===== config.mk =====
export PLATFORM = sky130hd
export DESIGN_NAME = swu_window_collector
export DESIGN_NICKNAME = d
export VERILOG_FILES = /design/src/rtl/swu_pkg.sv /design/src/rtl/swu_pixel_counter.sv /design/src/rtl/swu_window_collector.sv
export SDC_FILE = /design/constraint.sdc
export NUM_CORES = 1
export LEC_CHECK = 0
export BUFFER_PORTS_ARGS = -buffer_cell sky130_fd_sc_hd__buf_2
export CORE_AREA = 4 4 123 125
export DETAILED_ROUTE_END_ITERATION = 16
export DIE_AREA = 0 0 127 129
export GPL_TIMING_DRIVEN = 0
export PLACE_DENSITY_LB_ADDON = 0.05
export SYNTH_ARGS = -nofsm -noshare
export SYNTH_HDL_FRONTEND = slang
export SYNTH_SLANG_ARGS = --single-unit

===== constraint.sdc =====
create_clock -name clk -period 4.1 [get_ports clk]
set_input_delay 0.41 -clock clk [delete_from_list [all_inputs] [get_ports clk]]
set_output_delay 0.41 -clock clk [all_outputs]
set_load 0.1 [all_outputs]

===== src/rtl/swu_pkg.sv =====
// Shared sliding-window geometry: derived constants, width helper and the
// collector state encoding, so the SWU and its receiver agree on window layout.
package swu_pkg;

  typedef enum logic {
    FILL = 1'b0,
    HOLD = 1'b1
  } swu_state_e;

  function automatic int clog2_min1(input int n);
    return (n <= 2) ? 1 : $clog2(n);
  endfunction

  function automatic int eff_channels(input int ifm_channels, input int simd);
    return ifm_channels / simd;
  endfunction

  function automatic int window_beats(input int kh, input int kw,
                                      input int ifm_channels, input int simd);
    return kh * kw * eff_channels(ifm_channels, simd);
  endfunction

  function automatic int beat_width(input int simd, input int precision);
    return simd * precision;
  endfunction

  // Geometry of the default configuration.
  localparam int EFF_CHANNELS = eff_channels(2, 1);
  localparam int WINDOW_BEATS = window_beats(3, 3, 2, 1);
  localparam int BW           = beat_width(1, 8);

endpackage


===== src/rtl/swu_pixel_counter.sv =====
// Output-pixel position tracker: column counts fastest, row advances on column
// wrap, both wrap explicitly so a new frame starts at (0,0) right away.
module swu_pixel_counter
  import swu_pkg::*;
#(
  parameter int WIDTH  = 3,
  parameter int HEIGHT = 3,
  localparam int COL_W = clog2_min1(WIDTH),
  localparam int ROW_W = clog2_min1(HEIGHT)
) (
  input  logic             clk,
  input  logic             reset,
  input  logic             adv_i,
  output logic [COL_W-1:0] col_o,
  output logic [ROW_W-1:0] row_o,
  output logic             col_last_o,
  output logic             row_last_o
);

  logic [COL_W-1:0] col_q, col_d;
  logic [ROW_W-1:0] row_q, row_d;

  assign col_last_o = (col_q == COL_W'(WIDTH - 1));
  assign row_last_o = (row_q == ROW_W'(HEIGHT - 1));

  always_comb begin
    col_d = col_q;
    row_d = row_q;
    if (adv_i) begin
      if (col_last_o) begin
        col_d = '0;
        row_d = row_last_o ? '0 : ROW_W'(row_q + 1'b1);
      end else begin
        col_d = COL_W'(col_q + 1'b1);
      end
    end
  end

  always_ff @(posedge clk) begin
    if (reset) begin
      col_q <= '0;
      row_q <= '0;
    end else begin
      col_q <= col_d;
      row_q <= row_d;
    end
  end

  assign col_o = col_q;
  assign row_o = row_q;

endmodule


===== src/rtl/swu_window_collector.sv =====
// Reassembles serialized SWU window beats into one wide word per output pixel
// and tags it with its (col,row) position and end-of-frame.
module swu_window_collector
  import swu_pkg::*;
#(
  parameter int SIMD          = 1,
  parameter int IFMChannels   = 2,
  parameter int KERNEL_HEIGHT = 3,
  parameter int KERNEL_WIDTH  = 3,
  parameter int OFMWidth      = 3,
  parameter int OFMHeight     = 3,
  parameter int IP_PRECISION  = 8,
  localparam int BEAT_W    = beat_width(SIMD, IP_PRECISION),
  localparam int WIN_BEATS = window_beats(KERNEL_HEIGHT, KERNEL_WIDTH, IFMChannels, SIMD),
  localparam int COL_W     = clog2_min1(OFMWidth),
  localparam int ROW_W     = clog2_min1(OFMHeight)
) (
  input  logic                          clk,
  input  logic                          reset,
  input  logic [BEAT_W-1:0]             ip_axis_tdata,
  input  logic                          ip_axis_tvalid,
  output logic                          ip_axis_tready,
  output logic [WIN_BEATS*BEAT_W-1:0]   op_axis_tdata,
  output logic                          op_axis_tvalid,
  input  logic                          op_axis_tready,
  output logic                          op_axis_tlast,
  output logic [COL_W-1:0]              op_col,
  output logic [ROW_W-1:0]              op_row,
  output logic                          frame_done
);

  localparam int IDX_W = clog2_min1(WIN_BEATS);
  localparam logic [IDX_W-1:0] LAST_IDX = IDX_W'(WIN_BEATS - 1);

  swu_state_e                      state_q, state_d;
  logic [IDX_W-1:0]                beat_idx_q, beat_idx_d;
  logic [WIN_BEATS*BEAT_W-1:0]     data_q;
  logic                            frame_done_q;
  logic                            ready_c, valid_c, wr_en;
  logic [IDX_W-1:0]                wr_idx;
  logic                            op_hs, col_last, row_last;

  always_comb begin
    state_d    = state_q;
    beat_idx_d = beat_idx_q;
    ready_c    = 1'b0;
    valid_c    = 1'b0;
    wr_en      = 1'b0;
    wr_idx     = beat_idx_q;
    case (state_q)
      FILL: begin
        ready_c = 1'b1;
        if (ip_axis_tvalid) begin
          wr_en = 1'b1;
          if (beat_idx_q == LAST_IDX) begin
            beat_idx_d = '0;
            state_d    = HOLD;
          end else begin
            beat_idx_d = IDX_W'(beat_idx_q + 1'b1);
          end
        end
      end
      HOLD: begin
        valid_c = 1'b1;
        // Input is only accepted when the held window leaves, so slot 0 can be
        // refilled in the same cycle without a bubble.
        ready_c = op_axis_tready;
        if (op_axis_tready) begin
          state_d = FILL;
          if (ip_axis_tvalid) begin
            wr_en  = 1'b1;
            wr_idx = '0;
            if (WIN_BEATS == 1) begin
              beat_idx_d = '0;
              state_d    = HOLD;
            end else begin
              beat_idx_d = IDX_W'(1);
            end
          end
        end
      end
      default: state_d = FILL;
    endcase
  end

  assign op_hs = valid_c && op_axis_tready;

  always_ff @(posedge clk) begin
    if (reset) begin
      state_q      <= FILL;
      beat_idx_q   <= '0;
      data_q       <= '0;
      frame_done_q <= 1'b0;
    end else begin
      state_q      <= state_d;
      beat_idx_q   <= beat_idx_d;
      frame_done_q <= op_hs && op_axis_tlast;
      if (wr_en) data_q[wr_idx*BEAT_W +: BEAT_W] <= ip_axis_tdata;
    end
  end

  swu_pixel_counter #(
    .WIDTH (OFMWidth),
    .HEIGHT(OFMHeight)
  ) u_pixel_counter (
    .clk       (clk),
    .reset     (reset),
    .adv_i     (op_hs),
    .col_o     (op_col),
    .row_o     (op_row),
    .col_last_o(col_last),
    .row_last_o(row_last)
  );

  assign ip_axis_tready = ready_c && !reset;
  assign op_axis_tvalid = valid_c;
  assign op_axis_tlast  = valid_c && col_last && row_last;
  assign op_axis_tdata  = data_q;
  assign frame_done     = frame_done_q;

endmodule


==> summary.md, run 1 <==
| Metric | Value |
|---|---|
| Min Hold Slack | `0.275 ns` |
| LEAKAGE | `3.59 nW` |
| Top FF cell, synth | `dfxtp_1` |
| Hold crit path type | `input port to flop` |
| Pwr Density | `422 mW/mm^2` |
| CTS tree | `built` |
| Global Route Usage Sum | `0.273` |
| Vias in the first global route | `6585` |
| Final antenna-violating net count | `0` |
| Async SR Flop Fraction | `0` |
| Sequential area share after synthesis | `0.453` |
| Core Region | `0.0139 mm^2` |
| Status | `completed` |
| Skew-Pair Late Insertion Delay | `0.43 ns` |
| Worst slew margin | `0.138` |
| Synth Register Bits | `155` |
| Crit-path slowest cell | `or3_1` |
| Clock slew at reported path FFs | `0.06 ns` |
| First-pass GRT wire length | `35.1 mm` |
| Hold_buf cts | `0` |
| Syn nets | `781` |
| CP Cell Sequence | `clkbuf_1 -> nand2_1 -> ha_1 -> buf_2 -> buf_1 -> o21a_1 -> ha_1 -> buf_2 -> and3b_1 -> o211ai_1 -> or3_1 -> mux2_1` |
| Die footprint | `0.0164 mm^2` |
| RSZ-0062 raised after global routing | `false` |
| Clock Skews | `0.00497 ns` |
| Ys Warns | `0` |
| Post-synthesis cell type count | `75` |
| Post-Route WL | `22.8 mm` |
| Number of remaining DRC errors | `0` |
| Final HPWL DP | `16.5 mm` |
| Max-Cap Viols | `0` |
| Largest net degree at the start of global routing | `20` |
| CTS H-tree depth | `4` |
| Root buf cell | `clkbuf_16` |
| Most common cell after layout, fill and taps aside | `buf_2` |
| Final Setup Violations | `0` |
| Startpoint types | `flop` |
| Pre-Repair DR Iteration Count | `5` |
| Worst setup EP type | `flop` |
| Area leader, netlist | `dfxtp_1` |
| Syn Area/Cell | `8.95 um^2` |
| Synth Instances | `765` |
| Final Cycle Share | `0.963` |
| Post-synth top area share | `0.453` |
| CP max stage delay | `0.56 ns` |
| Critical path class | `flop to flop` |
| Critical Path AT | `4.26 ns` |
| FP Rows | `43` |
| WP data required | `4.42 ns` |
| Total gr overflow | `0` |
| Commonest cells after routing, fill and taps aside | `179 x buf_2, 155 x dfxtp_1, 85 x nand2_1` |
| Post-synthesis cell area | `0.00685 mm^2` |
| Maximum vdd drop | `0.369 mV` |
| Die X | `127 um` |
| I/O pin cnt | `164` |
| Crit path max fanout | `10` |
| DRT iter0 DRCs | `619` |
| DR vias | `6773` |
| Share of post-route cells with drive strength above 1 | `0.252` |
| Die Y | `129 um` |
| Pre-CTS WS | `-0.143 ns` |
| Initial Util | `0.493` |
| F_max | `0.253 GHz` |
| RD Place Congestion | `0.961` |
| Num CTS Buffers | `17` |
| Port bufs | `158` |
| TritonCTS Sinks | `155` |
| Fin crit period | `3.95 ns` |
| Drt wl/cell | `20.1 um` |
| Fin. Hold Viols | `0` |
| N_diodes | `0` |
| Clock Tree Buf Depth | `2` |
| Pins over their slew limit | `0` |
| Via density | `5.97` |
| Number of synthesized flops with an enable pin | `0` |
| Layout area overhead | `25.2%` |
| Worst-margin pin slew | `1.28 ns` |
| Area contributors post-synth | `dfxtp_1 45%, mux2i_1 6.7%, nand2_1 4.7%, a21oi_1 4.3%, a22o_1 4.1%` |
| Nets | `958` |
| Initial antenna violation count | `0` |
| Final setup margin | `0.152 ns` |
## registers in the layout, summed over array words and instances (netlist names)
name,cells
beat_idx_q,5
frame_done,1
op_axis_tdata,144
state_q,1
u_pixel_counter.col_o,2
u_pixel_counter.row_o,2
## layout make-up
class	count	area [um^2]
fill	1244	5310
inverter	9	33.8
tap	180	225
buffer	70	304
multi-input combinational	530	3430
clock buffer	19	453
timing repair buffer	159	811
clock inverter	13	214
sequential	155	3100
## cells by family (layout without fill, tap and decap cells)
kind of cell | after synthesis | in the layout | synth area share
compound gates | 197 | 197 | 0.193
fa+ha+maj | 4 | 4 | 0.00731
buf+inv | 80 | 270 | 0.0495
xor+xnor | 2 | 2 | 0.00256
mux | 47 | 47 | 0.0689
simple gates | 280 | 280 | 0.226
flops | 155 | 155 | 0.453
## routing by layer
layer  vias up  routed length (um)  GRT usage
met2       321               10700      0.446
met1      3221                9740      0.351
met5         -                   0          0
li1       3172                   -          -
met4         0                 687      0.118
met3        59                1650     0.0585
## path summary, 6_finish.rpt
| path | startpoint | end | slack [ns] | cells past startpoint |
|---|---|---|---|---|
| setup / recovery | beat_idx_q[1]$_SDFFE_PP0P_ | op_axis_tdata[132]$_SDFFE_PP0P_ | 0.15 | 12 |
| hold / removal | ip_axis_tdata[5] | op_axis_tdata[21]$_SDFFE_PP0P_ | 0.27 | 3 |
| hold reg to reg | op_axis_tdata[135]$_SDFFE_PP0P_ | op_axis_tdata[135]$_SDFFE_PP0P_ | 0.46 | 2 |
| setup reg to reg | beat_idx_q[1]$_SDFFE_PP0P_ | op_axis_tdata[132]$_SDFFE_PP0P_ | 0.15 | 12 |
## worst max-delay path: cells and delay by family, from the launching register on
kind / cells / cell delay (ns)
AO/OA/AOI/OAI: 2 / 0.60
adder cells (fa/ha/maj): 2 / 0.48
buffers and inverters: 4 / 1.06
flip-flops: 1 / 0.52
multiplexers: 1 / 0.32
AND/OR/NAND/NOR: 3 / 0.86
## cells in the mapped netlist (2+ instances only)
cell,instances
dfxtp_1,155
nand2_1,85
a21oi_1,59
o21ai_0,51
mux2i_1,46
nand3_1,42
nand4_1,41
clkbuf_1,40
a22o_1,32
nor2_1,24
buf_2,22
nor2b_1,14
inv_1,8
nor3_1,8
o21ai_1,8
buf_1,7
nor4_1,7
and3_1,6
nor3b_1,6
nand2b_1,5
o211ai_1,5
ha_1,4
nand3b_1,4
nor3_2,4
o21a_1,4
o311ai_0,4
o32ai_1,4
or3_1,4
a31oi_1,3
and2_1,3
and4_1,3
nor4_2,3
or4_1,3
a311oi_1,2
a31o_1,2
and3b_1,2
nand4b_1,2
nor4b_2,2
nor4bb_1,2
o311ai_1,2
o31a_1,2
o41ai_1,2
## repair_timing
action                                  in CTS  in global routing
buffers inserted                             1                  0
gates cloned                                 0                  0
pin swaps                                    2                  0
gates resized for setup                      2                  2
endpoints found under the setup margin      44                 25
## metrics by stage
stage / instances / area [um^2] / utilization / TNS, ns / total power (W)
floorplan: 765 / 6850 / - / 0 / 0.00177
global placement: 1103 / 7870 / 0.567 / -2.75 / 0.00186
detailed placement: 1103 / 7870 / 0.567 / -3.00 / 0.00187
CTS: 1135 / 8560 / 0.617 / 0 / 0.00361
global route: 1135 / 8570 / 0.618 / 0 / 0.00372
finish: 1135 / 8570 / 0.618 / 0 / 0.00361
## power by group
part / switching (W) / internal [W] / total, W
combinational: 0.000258 / 0.0000706 / 0.000328
sequential: 0.00000579 / 0.00151 / 0.00152
clock: 0.000651 / 0.00112 / 0.00177
Power figures use the tool's default switching activity.
==> run 2, diff against run 1 <==
--- a/config.mk
+++ b/config.mk
@@ -6,9 +6,9 @@
 export NUM_CORES = 1
 export LEC_CHECK = 0
 export BUFFER_PORTS_ARGS = -buffer_cell sky130_fd_sc_hd__buf_2
-export CORE_AREA = 4 4 123 125
+export CORE_AREA = 4 4 118 120
 export DETAILED_ROUTE_END_ITERATION = 16
-export DIE_AREA = 0 0 127 129
+export DIE_AREA = 0 0 122 124
 export GPL_TIMING_DRIVEN = 0
 export PLACE_DENSITY_LB_ADDON = 0.05
 export SYNTH_ARGS = -nofsm -noshare
==> constraint.sdc (replaced) <==
create_clock -name clk -period 4.1 [get_ports clk]
set_input_delay 0.205 -clock clk [delete_from_list [all_inputs] [get_ports clk]]
set_output_delay 0.205 -clock clk [all_outputs]
set_load 0.1 [all_outputs]
==> summary.md, run 2 (synthesis gave the netlist of run 1 again) <==
| Metric | Value |
|---|---|
| Reg2Reg Launch Point | `beat_idx_q[0]$_SDFFE_PP0P_` |
| Startpoint types | `flop` |
| Initial antenna violation count | `0` |
| Hold_buf cts | `0` |
| Core Region | `0.0130 mm^2` |
| Maximum vdd drop | `0.263 mV` |
| Min Hold Slack | `0.0519 ns` |
| F_max | `0.262 GHz` |
| Worst-margin pin slew | `1.09 ns` |
| Postcts setup bufs | `0` |
| Clock slew at reported path FFs | `0.06 ns` |
| Vias in the first global route | `6288` |
| CP max stage delay | `0.58 ns` |
| Die X | `122 um` |
| Final HPWL DP | `16.0 mm` |
| Most common cell after layout, fill and taps aside | `buf_2` |
| Placed Cells | `1099` |
| FP Rows | `42` |
| Root buf cell | `clkbuf_16` |
| Critical path class | `flop to flop` |
| Buffers & Inverters on Critical Path | `4` |
| TritonCTS Sinks | `155` |
| Via density | `5.96` |
| Final antenna-violating net count | `0` |
| Largest net degree at the start of global routing | `20` |
| Hold Startpoint | `ip_axis_tdata[5]` |
| N_diodes | `0` |
| Port bufs | `158` |
| Delay-heaviest family, CP | `simple AND/OR/NAND/NOR gates` |
| Hold crit path type | `input port to flop` |
| Skew-Pair Late Insertion Delay | `0.43 ns` |
| Crit-path slowest cell | `or4_4` |
| Post-Route WL | `22.1 mm` |
| Crit path max fanout | `19` |
| WP data required | `4.45 ns` |
| RD Place Congestion | `0.965` |
| Final Instance Count excl. Fillers | `1130` |
| Global Route Usage Sum | `0.287` |
| CTS H-tree depth | `4` |
| Commonest cells after routing, fill and taps aside | `179 x buf_2, 155 x dfxtp_1, 85 x nand2_1` |
| Initial Util | `0.527` |
| Fin crit period | `3.81 ns` |
| CTS tree | `built` |
| Worst slew margin | `0.272` |
| Max-Cap Viols | `0` |
| I/O pin cnt | `164` |
| Final Cycle Share | `0.930` |
| Die Y | `124 um` |
| Status | `completed` |
| CP Cell Sequence | `clkbuf_4 -> nand2_1 -> ha_1 -> buf_2 -> buf_1 -> o21a_1 -> ha_1 -> buf_2 -> nor4bb_2 -> o41ai_2 -> or4_4 -> o21ai_1` |
| Max reg flops | `144` |
| First-pass GRT wire length | `33.5 mm` |
| DR vias | `6740` |
| DRT iter0 DRCs | `569` |
| Num CTS Buffers | `17` |
| Layout area overhead | `23.3%` |
| Die footprint | `0.0151 mm^2` |
| Nets | `957` |
| Final Setup Violations | `0` |
| Fin. Hold Viols | `0` |
| Clock Skews | `0.00681 ns` |
| RSZ-0062 raised after global routing | `false` |
| LEAKAGE | `3.52 nW` |
| Total gr overflow | `0` |
| Pwr Density | `396 mW/mm^2` |
| Setup TNS | `0 ns` |
| Worst setup EP type | `flop` |
| Share of post-route cells with drive strength above 1 | `0.254` |
| Number of remaining DRC errors | `0` |
| Pins over their slew limit | `0` |
| Clock Tree Buf Depth | `2` |
| Crit path launch | `beat_idx_q[0]$_SDFFE_PP0P_` |
| Critical Path AT | `4.17 ns` |
| Drt wl/cell | `19.5 um` |
| Pre-Repair DR Iteration Count | `6` |
## run 2: cell types whose count changed in the layout (fill, tap and decap cells not counted), sizes merged
cell	before	now
buf	189	188
clkinv	7	3
inv	10	15
clkinvlp	0	4
bufinv	5	0
## run 2: timing repair
item	CTS	global route
gates resized for setup	0	4
setup endpoints to repair	32	28
endpoints found under the hold margin	0	0
## run 2: path summary, 6_finish.rpt
check | cells after the start | slack, ns | endpoint
max | 12 | 0.29 | op_axis_tdata[20]$_SDFFE_PP0P_
min | 3 | 0.05 | op_axis_tdata[21]$_SDFFE_PP0P_
max reg2reg | 12 | 0.29 | op_axis_tdata[20]$_SDFFE_PP0P_
min reg2reg | 2 | 0.46 | op_axis_tdata[39]$_SDFFE_PP0P_
## run 2: stage by stage
step / area (um^2) / worst slack, ns / utilization / power (W)
2_1_floorplan: 6850 / 0.0183 / - / 0.00177
3_3_place_gp: 7860 / -0.0199 / 0.605 / 0.00186
3_5_place_dp: 7860 / -0.0986 / 0.605 / 0.00186
4_1_cts: 8410 / 0.174 / 0.648 / 0.00334
5_1_grt: 8440 / 0.0563 / 0.651 / 0.00344
6_report: 8440 / 0.286 / 0.651 / 0.00334
## run 2: worst register-to-register path: stages (launching register included)
cell and delay, ns:
dfxtp_1 0.53, clkbuf_4 0.37, nand2_1 0.09, ha_1 0.19, buf_2 0.17, buf_1 0.26, o21a_1 0.18, ha_1 0.29
buf_2 0.19, nor4bb_2 0.41, o41ai_2 0.28, or4_4 0.58, o21ai_1 0.18
## run 2: layer usage
layer / routed length [um] / global-route usage / vias up
li1: - / - / 3177
met1: 9110 / 0.359 / 3182
met2: 10500 / 0.476 / 323
met3: 1660 / 0.0581 / 58
met4: 778 / 0.139 / 0
met5: 0 / 0 / -
## run 2: power breakdown
group          total [W]  switching, W  internal (W)
Sequential       0.00152    0.00000571       0.00151
Combinational   0.000327      0.000256     0.0000713
Clock            0.00150      0.000678      0.000821
Total            0.00334      0.000939       0.00240
## run 2: area by class of cell
| type | instances | area [um^2] |
|---|---|---|
| clock inverters | 13 | 108 |
| repair buffers | 158 | 791 |
| multi-input cells | 530 | 3430 |
| plain buffers | 70 | 305 |
| well taps | 176 | 220 |
| fillers | 1160 | 4540 |
| flip-flops and latches | 155 | 3100 |
| inverters | 9 | 33.8 |
| clock buffers | 19 | 453 |
==> run 3, diff against run 2 <==
--- a/config.mk
+++ b/config.mk
@@ -11,6 +11,7 @@
 export DIE_AREA = 0 0 122 124
 export GPL_TIMING_DRIVEN = 0
 export PLACE_DENSITY_LB_ADDON = 0.05
+export REMOVE_ABC_BUFFERS = 1
 export SYNTH_ARGS = -nofsm -noshare
 export SYNTH_HDL_FRONTEND = slang
 export SYNTH_SLANG_ARGS = --single-unit
==> summary.md, run 3 (synthesis gave the netlist of run 1 again) <==
| Metric | Value |
|---|---|
| Fin crit period | `3.80 ns` |
| Clock Skews | `0.00664 ns` |
| Footprint of the multi-input gates | `0.00342 mm^2` |
| Fill cells | `1129` |
| Commonest cells after routing, fill and taps aside | `162 x buf_2, 153 x dfxtp_1, 85 x nand2_1` |
| Global Route Usage Sum | `0.265` |
| WP data required | `4.45 ns` |
| Maximum vdd drop | `0.269 mV` |
| Pwr Density | `420 mW/mm^2` |
| Crit path launch | `state_q$_SDFF_PP0_` |
| CP Cell Sequence | `nand3_2 -> nand2_1 -> ha_1 -> o21a_1 -> ha_1 -> nor4bb_1 -> o41a_1 -> and4_1 -> mux2i_1` |
| Final Setup Violations | `0` |
| N_diodes | `0` |
| Number of remaining DRC errors | `0` |
| I/O pin cnt | `164` |
| Core Region | `0.0130 mm^2` |
| Max-Cap Viols | `0` |
| DRT iter0 DRCs | `576` |
| Final total power | `0.00346 W` |
| Fin. Hold Viols | `0` |
| Drt wl/cell | `19.2 um` |
| Flop pwr share | `0.440` |
| Reg2reg end | `op_axis_tdata[71]$_SDFFE_PP0P_` |
| Worst setup endpoint | `op_axis_tdata[71]$_SDFFE_PP0P_` |
| Num CTS Buffers | `17` |
| Total gr overflow | `0` |
| CP max stage delay | `0.59 ns` |
| Reg2Reg Launch Point | `state_q$_SDFF_PP0_` |
| Largest net degree at the start of global routing | `79` |
| CTS tree | `built` |
| Layout area overhead | `20.3%` |
| Die Y | `124 um` |
| LEAKAGE | `3.41 nW` |
| Hold_buf cts | `0` |
| Switch share | `0.251` |
| DR vias | `6448` |
| TritonCTS Sinks | `155` |
| Clock network power share | `0.475` |
| Via density | `6.05` |
| RD Place Congestion | `0.853` |
| Clock slew at reported path FFs | `0.06 ns` |
| Pins over their slew limit | `0` |
| Max reg flops | `144` |
| Worst-margin pin slew | `1.10 ns` |
| Cell Area, Placed | `0.00760 mm^2` |
| Internal power | `0.00259 W` |
| FP Rows | `42` |
| Die X | `122 um` |
| Min Hold Slack | `0.159 ns` |
| Crit-path slowest cell | `ha_1` |
| Status | `completed` |
| Root buf cell | `clkbuf_16` |
| Skew-Pair Late Insertion Delay | `0.43 ns` |
| Final Instance Count excl. Fillers | `1066` |
| Critical path's most frequent cell | `ha_1` |
| RSZ-0062 raised after global routing | `false` |
| Initial Util | `0.527` |
| Share of post-route cells with drive strength above 1 | `0.252` |
| Crit path max fanout | `20` |
| Final HPWL DP | `13.7 mm` |
| Hold crit path type | `input port to flop` |
| Die footprint | `0.0151 mm^2` |
| Pre-Repair DR Iteration Count | `5` |
| Clock Tree Buf Depth | `2` |
| Port bufs | `163` |
| Critical Path AT | `4.15 ns` |
| Worst setup EP type | `flop` |
| Placed Cells | `1034` |
| CTS resizes | `2` |
| R2R cell count | `9` |
| Most common cell after layout, fill and taps aside | `buf_2` |
| Vias in the first global route | `6040` |
| Net Sw Power | `0.000867 W` |
| Final antenna-violating net count | `0` |
| CTS H-tree depth | `4` |
| Final Cycle Share | `0.927` |
| Initial antenna violation count | `0` |
| Postcts setup bufs | `0` |
| First-pass GRT wire length | `31.3 mm` |
| Startpoint types | `flop` |
| Logic pwr share | `0.085` |
| Nets | `893` |
| Critical path class | `flop to flop` |
| Worst slew margin | `0.267` |
| Post-route cell area | `0.00824 mm^2` |
| Sequential Area | `0.00311 mm^2` |
| F_max | `0.263 GHz` |
| Flop2flop setup slack | `0.30 ns` |
| Post-Route WL | `20.5 mm` |
run 3: critical path: cells and delay by family (launching register included):
family	cells	cell delay (ns)
fa+ha+maj	2	0.92
simple gates	4	1.46
flops	1	0.56
compound gates	2	0.52
mux	1	0.26
run 3: final cells by class:
type / count / share of cell area
clock buffers: 22 / 0.0588
well taps: 176 / 0.0267
flip-flops and latches: 155 / 0.377
inverters: 9 / 0.00425
repair buffers: 164 / 0.102
multi-input cells: 530 / 0.415
clock inverters: 10 / 0.0167
run 3: worst min-delay path by stage:
stage                                          startpoint                               to  slack, ns  cells past startpoint
after global placement    op_axis_tdata[134]$_SDFFE_PP0P_  op_axis_tdata[134]$_SDFFE_PP0P_       0.44                      2
after floorplan                                     reset       beat_idx_q[2]$_SDFFE_PP0P_       0.27                      1
after detailed placement   op_axis_tdata[67]$_SDFFE_PP0P_   op_axis_tdata[67]$_SDFFE_PP0P_       0.44                      2
final                                    ip_axis_tdata[6]  op_axis_tdata[102]$_SDFFE_PP0P_       0.16                      3
after global routing                     ip_axis_tdata[6]  op_axis_tdata[102]$_SDFFE_PP0P_       0.15                      3
after CTS                                ip_axis_tdata[0]   op_axis_tdata[96]$_SDFFE_PP0P_       0.14                      3
run 3: stage by stage:
step	TNS, ns	worst slack (ns)	utilization
after floorplan	0	0.127	-
after global placement	-0.314	-0.0503	0.584
after detailed placement	-0.205	-0.0600	0.586
after CTS	0	0.0684	0.634
after global routing	0	0.0649	0.635
final	0	0.297	0.635
run 3: routing by layer:
layer | GRT usage | vias to the layer above | wire, um
met5 | 0 | - | 0
met4 | 0.102 | 0 | 414
met2 | 0.431 | 264 | 9750
li1 | - | 3034 | -
met1 | 0.347 | 3114 | 8840
met3 | 0.0568 | 36 | 1510
run 3: power groups by stage:
stage | Clock [W] | Sequential, W | Combinational [W]
after floorplan | 0 | 0.00157 | 0.000160
after global placement | 0 | 0.00156 | 0.000275
after detailed placement | 0 | 0.00156 | 0.000284
after CTS | 0.00166 | 0.00152 | 0.000286
after global routing | 0.00172 | 0.00152 | 0.000312
final | 0.00164 | 0.00152 | 0.000293
